==> config.mk <==
export PLATFORM = sky130hd
export DESIGN_NAME = ez8_uart
export DESIGN_NICKNAME = d
export VERILOG_FILES = /design/src/rtl/ez8_uart.sv
export SDC_FILE = /design/constraint.sdc
export NUM_CORES = 1
export LEC_CHECK = 0
export ABC_AREA = 1
export CAP_MARGIN = 20
export CELL_PAD_IN_SITES_DETAIL_PLACEMENT = 2
export CELL_PAD_IN_SITES_GLOBAL_PLACEMENT = 2
export CORE_ASPECT_RATIO = 1.25
export CORE_UTILIZATION = 30
export CTS_BUF_LIST = sky130_fd_sc_hd__clkbuf_8
export DETAILED_ROUTE_END_ITERATION = 8
export MAX_ROUTING_LAYER = met4
export PLACE_DENSITY = 0.79
export SETUP_SLACK_MARGIN = 0.3
export SLEW_MARGIN = 40
export SYNTH_ARGS = -nofsm -noshare
export SYNTH_HDL_FRONTEND = slang
export SYNTH_SLANG_ARGS = --single-unit
==> constraint.sdc <==
create_clock -name clk -period 5.7 [get_ports clk]
set_input_delay 1.14 -clock clk [delete_from_list [all_inputs] [get_ports clk]]
set_output_delay 1.14 -clock clk [all_outputs]
set_load 0.01 [all_outputs]
==> src/rtl/ez8_uart.sv <==
// ez8_uart: UART peripheral on the ez8 IO register bus.
//
// Four registers at BASE_ADDR..BASE_ADDR+3:
//   +0 DATA   write pushes TX FIFO, read returns RX head (no pop)
//   +1 STATUS read {0, frame_err, overrun, tx_busy, tx_empty, tx_full, rx_full, rx_valid}
//             write-1 actions: bit0 pops RX, bit5 clears overrun, bit6 clears frame_err
//   +2 DIVLO  baud divisor low byte  (bit period = DIV+1 clk cycles)
//   +3 DIVHI  baud divisor high byte
//
// Ports:
//   clk, reset        clock, synchronous active-high reset
//   pause             pipeline stall: bus writes ignored, io_readdata holds
//   io_readaddr       read address; io_readdata is registered one cycle later
//   io_writeaddr/data write address/data, qualified by io_write_en
//   uart_rxd          asynchronous serial input (8N1)
//   uart_txd          registered serial output (8N1)
//   irq_rx            level: RX FIFO non-empty
//   irq_tx            level: TX FIFO empty and transmitter idle
module ez8_uart #(
  parameter logic [4:0]  BASE_ADDR  = 5'd8,
  parameter int          FIFO_DEPTH = 4,
  parameter logic [15:0] DIV_RESET  = 16'd433
) (
  input  logic       clk,
  input  logic       reset,
  input  logic       pause,
  input  logic [4:0] io_readaddr,
  output logic [7:0] io_readdata,
  input  logic [4:0] io_writeaddr,
  input  logic [7:0] io_writedata,
  input  logic       io_write_en,
  input  logic       uart_rxd,
  output logic       uart_txd,
  output logic       irq_rx,
  output logic       irq_tx
);

  localparam int AW = $clog2(FIFO_DEPTH);

  typedef enum logic [1:0] {
    ST_IDLE  = 2'd0,
    ST_START = 2'd1,
    ST_DATA  = 2'd2,
    ST_STOP  = 2'd3
  } uart_state_e;

  // Register state
  logic [15:0] div_r;
  logic        overrun_r;
  logic        frame_err_r;

  // TX FIFO and transmitter
  logic [7:0]  tx_mem_r [FIFO_DEPTH];
  logic [AW:0] tx_wr_ptr_r;
  logic [AW:0] tx_rd_ptr_r;
  uart_state_e tx_state_r;
  logic [15:0] tx_cnt_r;
  logic [7:0]  tx_shift_r;
  logic [2:0]  tx_bit_r;

  // RX synchronizer, receiver and FIFO
  logic        rx_meta_r;
  logic        rx_sync_r;
  logic        rx_prev_r;
  uart_state_e rx_state_r;
  logic [15:0] rx_cnt_r;
  logic [7:0]  rx_shift_r;
  logic [2:0]  rx_bit_r;
  logic [7:0]  rx_mem_r [FIFO_DEPTH];
  logic [AW:0] rx_wr_ptr_r;
  logic [AW:0] rx_rd_ptr_r;

  // Combinational decode and status
  logic        wr_hit_s;
  logic        wr_data_s;
  logic        wr_stat_s;
  logic        wr_divlo_s;
  logic        wr_divhi_s;
  logic        tx_empty_s;
  logic        tx_full_s;
  logic        tx_busy_s;
  logic        tx_pop_s;
  logic        tx_push_s;
  logic        rx_valid_s;
  logic        rx_full_s;
  logic        rx_pop_s;
  logic        rx_stop_done_s;
  logic        rx_push_req_s;
  logic        rx_push_s;
  logic        overrun_set_s;
  logic        frame_err_set_s;
  logic        rx_fall_s;
  logic [15:0] rx_half_s;
  logic [7:0]  status_s;
  logic [7:0]  rd_mux_s;

  // Block is 4-aligned, so the upper three address bits select it and the low two pick the register.
  assign wr_hit_s   = io_write_en && !pause && (io_writeaddr[4:2] == BASE_ADDR[4:2]);
  assign wr_data_s  = wr_hit_s && (io_writeaddr[1:0] == 2'd0);
  assign wr_stat_s  = wr_hit_s && (io_writeaddr[1:0] == 2'd1);
  assign wr_divlo_s = wr_hit_s && (io_writeaddr[1:0] == 2'd2);
  assign wr_divhi_s = wr_hit_s && (io_writeaddr[1:0] == 2'd3);

  // Extra wrap bit distinguishes full from empty when the index bits match.
  assign tx_empty_s = (tx_wr_ptr_r == tx_rd_ptr_r);
  assign tx_full_s  = (tx_wr_ptr_r[AW] != tx_rd_ptr_r[AW]) &&
                      (tx_wr_ptr_r[AW-1:0] == tx_rd_ptr_r[AW-1:0]);
  assign tx_busy_s  = (tx_state_r != ST_IDLE);
  assign tx_pop_s   = (tx_state_r == ST_IDLE) && !tx_empty_s;
  // A full FIFO still accepts a push when the transmitter drains an entry in the same cycle.
  assign tx_push_s  = wr_data_s && (!tx_full_s || tx_pop_s);

  assign rx_valid_s = (rx_wr_ptr_r != rx_rd_ptr_r);
  assign rx_full_s  = (rx_wr_ptr_r[AW] != rx_rd_ptr_r[AW]) &&
                      (rx_wr_ptr_r[AW-1:0] == rx_rd_ptr_r[AW-1:0]);
  assign rx_pop_s   = wr_stat_s && io_writedata[0] && rx_valid_s;

  assign rx_fall_s       = rx_prev_r && !rx_sync_r;
  assign rx_stop_done_s  = (rx_state_r == ST_STOP) && (rx_cnt_r == 16'd0);
  assign rx_push_req_s   = rx_stop_done_s && rx_sync_r;
  assign frame_err_set_s = rx_stop_done_s && !rx_sync_r;
  assign rx_push_s       = rx_push_req_s && (!rx_full_s || rx_pop_s);
  assign overrun_set_s   = rx_push_req_s && rx_full_s && !rx_pop_s;

  // Half bit period minus one, i.e. ((DIV+1)>>1)-1, without a 17-bit intermediate.
  assign rx_half_s = {1'b0, div_r[15:1]} - {15'd0, ~div_r[0]};

  assign status_s = {1'b0, frame_err_r, overrun_r, tx_busy_s, tx_empty_s,
                     tx_full_s, rx_full_s, rx_valid_s};

  assign irq_rx = rx_valid_s;
  assign irq_tx = tx_empty_s && !tx_busy_s;

  // Read data multiplexer; unmapped addresses return zero.
  always_comb begin
    rd_mux_s = 8'd0;
    if (io_readaddr[4:2] == BASE_ADDR[4:2]) begin
      case (io_readaddr[1:0])
        2'd0:    rd_mux_s = rx_mem_r[rx_rd_ptr_r[AW-1:0]];
        2'd1:    rd_mux_s = status_s;
        2'd2:    rd_mux_s = div_r[7:0];
        2'd3:    rd_mux_s = div_r[15:8];
        default: rd_mux_s = 8'd0;
      endcase
    end else begin
      rd_mux_s = 8'd0;
    end
  end

  // Registered read data, held while the pipeline is paused.
  always_ff @(posedge clk) begin
    if (reset) begin
      io_readdata <= 8'd0;
    end else if (!pause) begin
      io_readdata <= rd_mux_s;
    end
  end

  // Baud divisor register bytes.
  always_ff @(posedge clk) begin
    if (reset) begin
      div_r <= DIV_RESET;
    end else begin
      if (wr_divlo_s) div_r[7:0]  <= io_writedata;
      if (wr_divhi_s) div_r[15:8] <= io_writedata;
    end
  end

  // Sticky error flags; a same-cycle set beats a write-1 clear.
  always_ff @(posedge clk) begin
    if (reset) begin
      overrun_r   <= 1'b0;
      frame_err_r <= 1'b0;
    end else begin
      if (overrun_set_s)                         overrun_r <= 1'b1;
      else if (wr_stat_s && io_writedata[5])     overrun_r <= 1'b0;
      if (frame_err_set_s)                       frame_err_r <= 1'b1;
      else if (wr_stat_s && io_writedata[6])     frame_err_r <= 1'b0;
    end
  end

  // TX FIFO storage; contents need no reset because the pointers define validity.
  always_ff @(posedge clk) begin
    if (tx_push_s) tx_mem_r[tx_wr_ptr_r[AW-1:0]] <= io_writedata;
  end

  // TX FIFO pointers.
  always_ff @(posedge clk) begin
    if (reset) begin
      tx_wr_ptr_r <= '0;
      tx_rd_ptr_r <= '0;
    end else begin
      if (tx_push_s) tx_wr_ptr_r <= tx_wr_ptr_r + {{AW{1'b0}}, 1'b1};
      if (tx_pop_s)  tx_rd_ptr_r <= tx_rd_ptr_r + {{AW{1'b0}}, 1'b1};
    end
  end

  // Transmitter FSM; every non-idle state lasts DIV+1 cycles and uart_txd changes with the state.
  always_ff @(posedge clk) begin
    if (reset) begin
      tx_state_r <= ST_IDLE;
      tx_cnt_r   <= 16'd0;
      tx_shift_r <= 8'd0;
      tx_bit_r   <= 3'd0;
      uart_txd   <= 1'b1;
    end else begin
      case (tx_state_r)
        ST_IDLE: begin
          if (tx_pop_s) begin
            tx_shift_r <= tx_mem_r[tx_rd_ptr_r[AW-1:0]];
            tx_cnt_r   <= div_r;
            uart_txd   <= 1'b0;
            tx_state_r <= ST_START;
          end else begin
            uart_txd   <= 1'b1;
          end
        end
        ST_START: begin
          if (tx_cnt_r == 16'd0) begin
            tx_cnt_r   <= div_r;
            uart_txd   <= tx_shift_r[0];
            tx_bit_r   <= 3'd0;
            tx_state_r <= ST_DATA;
          end else begin
            tx_cnt_r <= tx_cnt_r - 16'd1;
          end
        end
        ST_DATA: begin
          if (tx_cnt_r == 16'd0) begin
            tx_cnt_r <= div_r;
            if (tx_bit_r == 3'd7) begin
              uart_txd   <= 1'b1;
              tx_state_r <= ST_STOP;
            end else begin
              uart_txd   <= tx_shift_r[1];
              tx_shift_r <= {1'b0, tx_shift_r[7:1]};
              tx_bit_r   <= tx_bit_r + 3'd1;
            end
          end else begin
            tx_cnt_r <= tx_cnt_r - 16'd1;
          end
        end
        ST_STOP: begin
          if (tx_cnt_r == 16'd0) begin
            tx_state_r <= ST_IDLE;
          end else begin
            tx_cnt_r <= tx_cnt_r - 16'd1;
          end
        end
        default: begin
          tx_state_r <= ST_IDLE;
          uart_txd   <= 1'b1;
        end
      endcase
    end
  end

  // Two-flop synchronizer for uart_rxd plus a delayed copy for falling-edge detection.
  always_ff @(posedge clk) begin
    if (reset) begin
      rx_meta_r <= 1'b1;
      rx_sync_r <= 1'b1;
      rx_prev_r <= 1'b1;
    end else begin
      rx_meta_r <= uart_rxd;
      rx_sync_r <= rx_meta_r;
      rx_prev_r <= rx_sync_r;
    end
  end

  // Receiver FSM; the start bit is re-checked at mid-bit to reject glitches.
  always_ff @(posedge clk) begin
    if (reset) begin
      rx_state_r <= ST_IDLE;
      rx_cnt_r   <= 16'd0;
      rx_shift_r <= 8'd0;
      rx_bit_r   <= 3'd0;
    end else begin
      case (rx_state_r)
        ST_IDLE: begin
          if (rx_fall_s) begin
            rx_cnt_r   <= rx_half_s;
            rx_state_r <= ST_START;
          end
        end
        ST_START: begin
          if (rx_cnt_r == 16'd0) begin
            if (rx_sync_r) begin
              rx_state_r <= ST_IDLE;
            end else begin
              rx_cnt_r   <= div_r;
              rx_bit_r   <= 3'd0;
              rx_state_r <= ST_DATA;
            end
          end else begin
            rx_cnt_r <= rx_cnt_r - 16'd1;
          end
        end
        ST_DATA: begin
          if (rx_cnt_r == 16'd0) begin
            rx_shift_r <= {rx_sync_r, rx_shift_r[7:1]};
            rx_cnt_r   <= div_r;
            if (rx_bit_r == 3'd7) begin
              rx_state_r <= ST_STOP;
            end else begin
              rx_bit_r <= rx_bit_r + 3'd1;
            end
          end else begin
            rx_cnt_r <= rx_cnt_r - 16'd1;
          end
        end
        ST_STOP: begin
          // Stop-bit evaluation (push or frame error) is decoded combinationally from this state.
          if (rx_cnt_r == 16'd0) begin
            rx_state_r <= ST_IDLE;
          end else begin
            rx_cnt_r <= rx_cnt_r - 16'd1;
          end
        end
        default: begin
          rx_state_r <= ST_IDLE;
        end
      endcase
    end
  end

  // RX FIFO storage.
  always_ff @(posedge clk) begin
    if (rx_push_s) rx_mem_r[rx_wr_ptr_r[AW-1:0]] <= rx_shift_r;
  end

  // RX FIFO pointers.
  always_ff @(posedge clk) begin
    if (reset) begin
      rx_wr_ptr_r <= '0;
      rx_rd_ptr_r <= '0;
    end else begin
      if (rx_push_s) rx_wr_ptr_r <= rx_wr_ptr_r + {{AW{1'b0}}, 1'b1};
      if (rx_pop_s)  rx_rd_ptr_r <= rx_rd_ptr_r + {{AW{1'b0}}, 1'b1};
    end
  end

endmodule

After elaboration in Yosys (flattened, before gate mapping)
Memory sizes are Yosys's and may differ from the RTL's. A register that Yosys moved wholly into a read port is not among the register bits.
Index checks and enable logic that the tools add are counted.

cells by class
  $add $sub $neg = 9
  eq/ne operators = 38
  mux-type cells = 55
  bitwise logic cells = 1
  reductions and logical operators = 54

operators with widths
  kind                                                 number
  2-to-1 mux 16 bit                                    8
  one-hot mux 16 bit (4 select lines)                  1
  one-hot mux 16 bit (3 select lines)                  1
  zero test 16 bit                                     2
  2-to-1 mux 8 bit                                     4
  one-hot mux 8 bit (4 select lines)                   1
  subtractor 16 x 1 -> 16 bit (second input constant)  2
  2-to-1 mux 2 bit                                     15
  inequality test 2 bit (second input constant)        14
  logical AND 1 bit                                    22
  2-to-1 mux 3 bit                                     7
  adder 3 x 1 -> 3 bit (second input constant)         6
  == test 2 bit (second input constant)                8
  one-hot mux 2 bit (4 select lines)                   2
  one-hot mux 8 bit (2 select lines)                   1
  subtractor 15 x 1 -> 16 bit                          1
  AND reduction 5 bit                                  3
  2-to-1 mux 1 bit                                     12
  one-hot mux 3 bit (2 select lines)                   2
  nonzero test 2 bit                                   6
  == test 2 x 1 -> 1 bit (second input constant)       4
  zero test 2 bit                                      4
  AND reduction 4 bit                                  2
  zero test 1 bit                                      7
  other kinds (15)                                     22

storage, ports and cells
  register bits after elaboration = 100
  memory bits (writable) = 64
  bits of input ports = 23
  output and inout port bits = 11
  logic and storage cells = 180
  memories = 2

memories
  memory    words  bits a word  rd ports  clocked after memory_dff  write ports  RTL line  text
  rx_mem_r  4      8            1         1                         1            69        logic [7:0] rx_mem_r [FIFO_DEPTH];
  tx_mem_r  4      8            1         1                         1            53        logic [7:0] tx_mem_r [FIFO_DEPTH];

Logic depth before layout (Yosys ltp)
Gate-level depths: netlist of run 1.

  word-level depth = 10
  mapped depth = 13
  gate-level depth less buffers = 13

Worst setup path before layout of run 1
Ideal clock, no wire load.

  kind = input port to flip-flop
  start = in pause
  end = mem rx_mem_r[0][0] (enable)
  setup time = 371 ps
  data arrival time = 2394 ps
  required time = 5329 ps
  slack = 2935 ps
  stages = 10
  buffers on the path = 1
  cells stage by stage = buf_6 -> inv_1 -> nand2_1 -> nor2_1 -> nand2_1 -> nor3_4 -> nand2_1 -> nand2_1 -> nand2_2 -> nor2_1

on the way
  cells in the longest elaborated chain, start to end = 10

RTL lines
  item                                    RTL line  text
  start: declaration                      26        input logic pause,
  zero test 1 bit                         --
  logical AND 1 bit (2 in series)         98        assign wr_hit_s = io_write_en && !pause && (io_writeaddr[4:2] == BASE_ADDR[4:2]);
  logical AND 1 bit                       100       assign wr_stat_s = wr_hit_s && (io_writeaddr[1:0] == 2'd1);
  logical AND 1 bit (2 in series)         116       assign rx_pop_s = wr_stat_s && io_writedata[0] && rx_valid_s;
  logical OR 1 bit                        122       assign rx_push_s = rx_push_req_s && (!rx_full_s || rx_pop_s);
  logical AND 1 bit                       122
  2-to-1 mux 1 bit                        329       if (rx_push_s) rx_mem_r[rx_wr_ptr_r[AW-1:0]] <= rx_shift_r;
  2-to-1 mux 1 bit (not written as such)  329
  end: declaration                        69

No other way between the ends.

Worst setup path after layout of run 1
  start = reg tx_state_r[0]
  end = out irq_tx

on the way
  cells in the longest elaborated chain, start to end = 3

RTL lines
  item                      RTL line  text
  start: declaration        56        uart_state_e tx_state_r;
  start signal: assignment  201       tx_state_r <= ST_IDLE;
  start signal: assignment  213       tx_state_r <= ST_START;
  start signal: assignment  223       tx_state_r <= ST_DATA;
  nonzero test 2 bit        108       assign tx_busy_s = (tx_state_r != ST_IDLE);
  zero test 1 bit           132       assign irq_tx = tx_empty_s && !tx_busy_s;
  logical AND 1 bit         132
  end: declaration          35        output logic irq_tx

No other way between the ends.

==> qor_table.md, run 1 <==
| Parameter | Value |
|---|---|
| Run status | finished, final reports clean |
| Signal arrival time at the worst endpoint | 2.46 ns |
| R2R cell count | 8 |
| Max-cap violations | 0 |
| Count of antenna-violating nets left after detailed routing | 0 |
| Pleak | 3.89 nW |
| Share of the core filled with cells in the final layout | 0.344 |
| Number of clock buffers inserted by TritonCTS | 17 |
| Remaining max-slew budget at the tightest pin | 0.486 |
| Clock Tree Buf Depth | 2 |
| Cell-by-cell trace of the critical path | inv_1 -> ha_1 -> nand4_1 -> inv_1 -> clkdlybuf4s50_1 |
| Post-synth top flop | dfxtp_1 |
| Startpoint class of the critical path | flip-flop |
| Total die area | 29900 µm² |
| Largest net degree at the start of global routing | 46 |
| Synthesis Warnings | 0 |
| Inserted Diodes | 0 |
| Fraction of the yosys area taken by sequential cells | 0.456 |
| Post-CTS Resized | 0 |
| Postcts setup bufs | 0 |
| Final total negative setup slack | 0 ns |
| DR vias | 8063 |
| Die extent in x | 155 µm |
| Share of flip-flops with an asynchronous set or reset after synthesis | 0 |
| Post-layout net count | 1219 |
| Flops & latches, synth | 168 |
| Initial standard-cell utilization of the core | 0.307 |
| Final worst-path cycle share | 0.632 |
| Buffer and inverter count on the worst path | 3 |
| Pwr dens | 404 nW/µm² |
| Die boundary height | 193 µm |
| Core ar. | 28600 µm² |
| Worst Path Required | 4.56 ns |
| Detailed Routing Iterations Pass 1 | 4 |
| Number of buffers added on ports | 33 |
| Area of the mapped netlist | 8770 µm² |
| Class of the worst hold path | flip-flop to flip-flop |
| Number of global-route vias before repair | 8799 |
| Critical Path Most Common Cell | inv_1 |
| Remaining DRCs | 0 |
| FF+latch area | 4000 µm² |
| Pin slew with the least headroom to its limit | 0.771 ns |
| Drt via density | 5.13 |
| Worst setup path category | flip-flop to output port |
| Min-delay src | rx_meta_r |
| Synthesized instance count | 1147 |
| Overall track demand over capacity in global routing | 0.218 |
| Residual overflow from global routing | 0 |
| Total setup violations reported at the end of the flow | 0 |
| Routed length per placed instance | 19.3 µm |
| Iteration-0 DRC count of the detailed router | 391 |
| Max IR drop VDD | 0.244 mV |
| Final number of hold-violating endpoints | 0 |
| Setup clock skew after layout | 0.0149 ns |
| Global-route wire length before repair | 48700 µm |
| R2R Path Start | rx_cnt_r[0] |
| Number of antenna violations at the first check in global routing | 0 |
| Count of hold buffers inserted by post-cts repair | 0 |
| Number of fill cells in the layout | 3335 |
| Reg2Reg Setup Slack | 3.11 ns |
| Clock tree from TritonCTS | built |
| Boundary Pins | 34 |
| Worst-path cell with the longest stage delay | clkdlybuf4s50_1 |
| EDFF count, synth | 64 |
| R2R Path End | rx_mem_r[1][2] |
| Finished Layout Cells | 1571 |
| Number of unique standard cell types used by synthesis | 43 |
| Detailed Place HPWL | 22300 µm |
| Average cell area after synthesis | 7.65 µm² |
| Multi-input gate area in the final layout | 4140 µm² |
| Inst Count DP | 1539 |
| Root buf cell | clkbuf_8 |
| RD Place Congestion | 0.844 |
| Hold endpoint | rx_sync_r |
| Clock-pin slew reported for the worst setup and hold paths after clock tree synthesis | 0.10 ns |
| Fmax | 278 MHz |
| Crit. End Element | output port |
| H-tree Lvls | 4 |
| Layout cell share with drive strength beyond 1 | 0.0533 |
| Final count of pins violating max slew | 0 |
| Setup repair after global routing missed its margin | false |
| Insertion delay of the later-clocked pin in the worst-skew pair | 0.49 ns |
| Clock Sinks | 168 |
| Total routed wirelength | 30300 µm |
| Critical Path Max Stage Delay | 0.54 ns |
| Shortest clock period the worst path allows after layout | 3.60 ns |
| Family of cells with the greatest summed delay on the critical path | buffers and inverters |
| Hold Path Cell Cnt | 1 |
| Row cnt | 69 |
| Area growth from synthesis to layout | 12.1% |
| Syn Nets | 1198 |
| Critical Path Fanout Max | 7 |
[Yosys cell counts, types with 2 or more instances]
cell,count,area [µm²]
edfxtp_1,64,1920
o221ai_1,8,70.1
nor4_1,2,12.5
o21a_1,2,15.0
o21ai_1,3,15.0
a21oi_1,119,596
buf_2,4,20.0
o31ai_1,2,15.0
o21ai_0,95,475
nand3_1,82,410
o22ai_1,7,43.8
a22oi_1,2,15.0
nor3_1,10,50.1
buf_6,3,33.8
nand4_1,10,62.6
a31oi_1,2,12.5
buf_4,2,15.0
o21ai_4,2,32.5
a211oi_1,4,30.0
o211ai_1,13,97.6
xnor2_1,9,78.8
inv_1,125,469
nor2_2,8,50.1
clkbuf_1,24,90.1
dfxtp_1,104,2080
nor3_2,2,20.0
nand3b_1,2,15.0
nand2_1,260,976
ha_1,28,350
nand2_2,4,25.0
nor2_1,118,443
inv_2,2,7.51
xor2_1,10,87.6
or2_2,4,25.0
nor2_4,3,33.8
[final cells by class]
class                      count  area share
sequential                   168       0.407
inverter                     128      0.0488
multi-input combinational    818       0.421
clock buffer                  18      0.0252
timing repair buffer          35      0.0346
tap                          390      0.0496
clock inverter                14      0.0139
[sequential cells by signal (all words and copies together), names as in the netlist, 8 cells and up, named ones only]
| name | count |
|---|---|
| rx_cnt_r | 16 |
| rx_shift_r | 8 |
| div_r | 16 |
| rx_mem_r | 32 |
| tx_shift_r | 8 |
| tx_cnt_r | 16 |
| tx_mem_r | 32 |
| io_readdata | 8 |
[cell families after synthesis]
| group | Yosys count | synth area share |
|---|---|---|
| simple gates | 507 | 0.246 |
| compound gates | 264 | 0.166 |
| flops | 168 | 0.456 |
| buf+inv | 161 | 0.0729 |
| fa+ha+maj | 28 | 0.0399 |
| xor+xnor | 19 | 0.0190 |
[stage by stage]
stage | power, mW | worst slack [ns] | instance area [µm²] | hold WS, ns
2_1_floorplan | 2.65 | 2.94 | 8770 | 0.389
3_3_place_gp | 3.06 | 2.09 | 9440 | 0.397
3_5_place_dp | 3.14 | 1.95 | 9450 | 0.399
4_1_cts | 4.03 | 2.05 | 9830 | 0.425
5_1_grt | 4.27 | 1.94 | 9840 | 0.431
6_report | 3.98 | 2.10 | 9840 | 0.421
[metal layers]
metal	up-vias	global-route usage	wire (µm)
met5	-	-	0
met4	0	0.0766	818
met3	48	0.0271	695
li1	3872	-	-
met2	125	0.390	16100
met1	4018	0.248	12700
[cell usage in the layout, fill, tap and decap left out, types with 3 or more instances in the layout]
| cell | synthesis | layout |
|---|---|---|
| a211oi_1 | 4 | 4 |
| a21oi_1 | 119 | 119 |
| clkbuf_8 | 0 | 18 |
| clkdlybuf4s50_1 | 0 | 32 |
| dfxtp_1 | 104 | 104 |
| edfxtp_1 | 64 | 64 |
| ha_1 | 28 | 28 |
| inv_1 | 125 | 126 |
| inv_6 | 0 | 4 |
| inv_8 | 0 | 3 |
| nand2_1 | 260 | 260 |
| nand2_2 | 4 | 4 |
| nand3_1 | 82 | 82 |
| nand4_1 | 10 | 10 |
| nor2_1 | 118 | 117 |
| nor2_2 | 8 | 9 |
| nor2_4 | 3 | 3 |
| nor3_1 | 10 | 9 |
| nor3_2 | 2 | 3 |
| o211ai_1 | 13 | 13 |
| o21ai_0 | 95 | 95 |
| o21ai_1 | 3 | 3 |
| o221ai_1 | 8 | 8 |
| o22ai_1 | 7 | 7 |
| or2_2 | 4 | 4 |
| xnor2_1 | 9 | 9 |
| xor2_1 | 10 | 10 |
[report_power, final]
| group | internal (mW) | switching (mW) |
|---|---|---|
| sequential | 1.37 | 0.151 |
| clock | 0.370 | 0.500 |
| combinational | 0.489 | 1.10 |
| total | 2.23 | 1.75 |
[how the worst max path moves through the flow]
stage	startpoint	end	slack, ns	cells after the start
2_1_floorplan	pause	rx_mem_r[0][0]	2.94	10
3_3_place_gp	pause	rx_mem_r[1][3]	2.09	10
3_5_place_dp	pause	rx_mem_r[0][6]	1.95	10
4_1_cts	tx_state_r[0]	irq_tx	2.05	5
5_1_grt	tx_state_r[0]	irq_tx	1.94	5
6_report	tx_state_r[0]	irq_tx	2.10	5
Note: power is estimated with default switching activity, not from simulation.
==> inputs of run 2 (changes only) <==
clock period = 3.5 ns   (was 5.7 ns; I/O delays follow)
==> run 2 against run 1 <==
Compared with the run above: first-iteration DRC count is 12% lower; worst hold slack hardly changed; critical path type unchanged; combinational power is 62% higher; utilization is 0.079 points higher; count of clock-buffer cells in the layout is 1 lower; clock skew is 0.0024 ns higher; die area stayed put.
==> qor_table.md, run 2 (same netlist as run 1, synthesis figures left out) <==
| Parameter | Value |
|---|---|
| Run status | finished, final reports clean |
| Total power | 6.39 mW |
| Max-cap violations | 0 |
| Detailed Place HPWL | 22800 µm |
| Cell-internal power | 3.55 mW |
| Cell-by-cell trace of the critical path | inv_1 -> ha_1 -> nand4_1 -> inv_1 -> clkdlybuf4s50_1 |
| Signal arrival time at the worst endpoint | 2.25 ns |
| Insertion delay of the later-clocked pin in the worst-skew pair | 0.49 ns |
| Total routed wirelength | 30600 µm |
| Global Route met1 Usage | 0.247 |
| Initial standard-cell utilization of the core | 0.307 |
| R2R Path Start | rx_cnt_r[0] |
| RD Place Congestion | 0.859 |
| Clock Tree Buf Depth | 2 |
| Number of global-route vias before repair | 8742 |
| H-tree Lvls | 4 |
| Count of antenna-violating nets left after detailed routing | 0 |
| Pleak | 3.90 nW |
| Shortest clock period the worst path allows after layout | 2.95 ns |
| Class of the worst hold path | flip-flop to flip-flop |
| Total setup violations reported at the end of the flow | 0 |
| Most heavily used metal layer in global routing | met2 |
| Final count of pins violating max slew | 0 |
| Remaining max-slew budget at the tightest pin | 0.476 |
| Clock Sinks | 168 |
| Number of buffers added on ports | 33 |
| Inserted Diodes | 0 |
| Drt via density | 5.14 |
| Worst-path cell with the longest stage delay | clkdlybuf4s50_1 |
| DR vias | 8102 |
| Number of clock buffers inserted by TritonCTS | 17 |
| Grt met3 use | 0.0289 |
| Global-route wire length before repair | 48500 µm |
| Number of antenna violations at the first check in global routing | 0 |
| Count of hold buffers inserted by post-cts repair | 0 |
| Met2 routing resource usage after global routing | 0.385 |
| Logic gate share of total power | 0.402 |
| Critical Path Fanout Max | 7 |
| Most frequent cells in the layout | 260 x nand2_1, 126 x inv_1, 119 x a21oi_1, 118 x nor2_1, 104 x dfxtp_1 |
| Setup clock skew after layout | 0.0173 ns |
| Die boundary height | 193 µm |
| Pwr dens | 648 nW/µm² |
| Fmax | 339 MHz |
| Worst setup path category | flip-flop to output port |
| Layout cell share with drive strength beyond 1 | 0.0564 |
| R2R Path End | rx_mem_r[2][1] |
| Detailed Routing Iterations Pass 1 | 5 |
| Most common cell after layout, fill and taps aside | nand2_1 |
| Largest net degree at the start of global routing | 57 |
| Residual overflow from global routing | 0 |
| Post-CTS Resized | 0 |
| Iteration-0 DRC count of the detailed router | 345 |
| R2R cell count | 8 |
| Final worst setup slack | 0.548 ns |
| Share of total power in the clock network | 0.214 |
| Core ar. | 28600 µm² |
| End of the critical path | irq_tx |
| Launch point of the critical path | tx_state_r[0] |
| Max IR drop VDD | 0.306 mV |
| Switching portion of total power | 0.444 |
| Crit. End Element | output port |
| Boundary Pins | 34 |
| Net switching power of the design | 2.83 mW |
| Setup repair after global routing missed its margin | false |
| Final number of hold-violating endpoints | 0 |
| Share of the core filled with cells in the final layout | 0.345 |
| Critical Path Max Stage Delay | 0.54 ns |
| Worst hold slack | 0.422 ns |
| Min-delay src | rx_meta_r |
| Root buf cell | clkbuf_8 |
| Total die area | 29900 µm² |
| Worst Path Required | 2.80 ns |
| Startpoint class of the critical path | flip-flop |
| Remaining DRCs | 0 |
| Critical Path Most Common Cell | inv_1 |
| Clock tree from TritonCTS | built |
| Number of fill cells in the layout | 3387 |
| Routed length per placed instance | 19.4 µm |
| Post-placement worst setup slack | 0.246 ns |
| Row cnt | 69 |
| Area growth from synthesis to layout | 12.3% |
| Die extent in x | 155 µm |
| Clock-pin slew reported for the worst setup and hold paths after clock tree synthesis | 0.10 ns |
| Post-layout net count | 1225 |
| Portion of total power attributed to sequential cells | 0.383 |
| Final worst-path cycle share | 0.843 |
| Reg2Reg Setup Slack | 0.92 ns |
| Overall track demand over capacity in global routing | 0.218 |
| Pin slew with the least headroom to its limit | 0.782 ns |
| Final total negative setup slack | 0 ns |
| Postcts setup bufs | 0 |
## run 2: area by class of cell
type,count,area (µm²),area share
clock buffers,17,234,0.0237
clock inverters,15,135,0.0137
inverters,128,480,0.0487
multi-input cells,818,4130,0.419
flip-flops and latches,168,4000,0.406
well taps,390,488,0.0495
repair buffers,41,385,0.0391
## run 2: per-layer routing
metal | wire length, µm | vias to the layer above | part of all wire
met4 | 909 | 0 | 0.030
met2 | 16000 | 119 | 0.52
li1 | - | 3880 | -
met3 | 740 | 58 | 0.024
met5 | 0 | - | 0
met1 | 12900 | 4045 | 0.42
## run 2: critical path, delay by kind of cell (launching register included)
kind                     cells  cell delay [ns]
buffers and inverters        3             0.77
adder cells (fa/ha/maj)      1             0.34
flip-flops                   1             0.36
AND/OR/NAND/NOR              1             0.31
## run 2: through the flow
step	instances	cell area (µm²)
2_1_floorplan	1147	8770
3_3_place_gp	1545	9490
3_5_place_dp	1545	9490
4_1_cts	1577	9860
5_1_grt	1577	9860
6_report	1577	9860
## run 2: how the worst min path moves through the flow
stage                endpoint  slack, ns  cells after the start
global placement    rx_sync_r       0.39                      1
global route        rx_sync_r       0.44                      1
floorplan           rx_sync_r       0.39                      1
detailed placement  rx_sync_r       0.41                      1
CTS                 rx_sync_r       0.43                      1
finish              rx_sync_r       0.42                      1
## run 2: power groups by stage
stage               combinational [mW]  clock [mW]  sequential (mW)
finish                            2.57        1.37             2.45
global route                      2.91        1.48             2.48
CTS                               2.60        1.40             2.45
detailed placement                2.58           0             2.49
global placement                  2.49           0             2.48
floorplan                         1.89           0             2.42
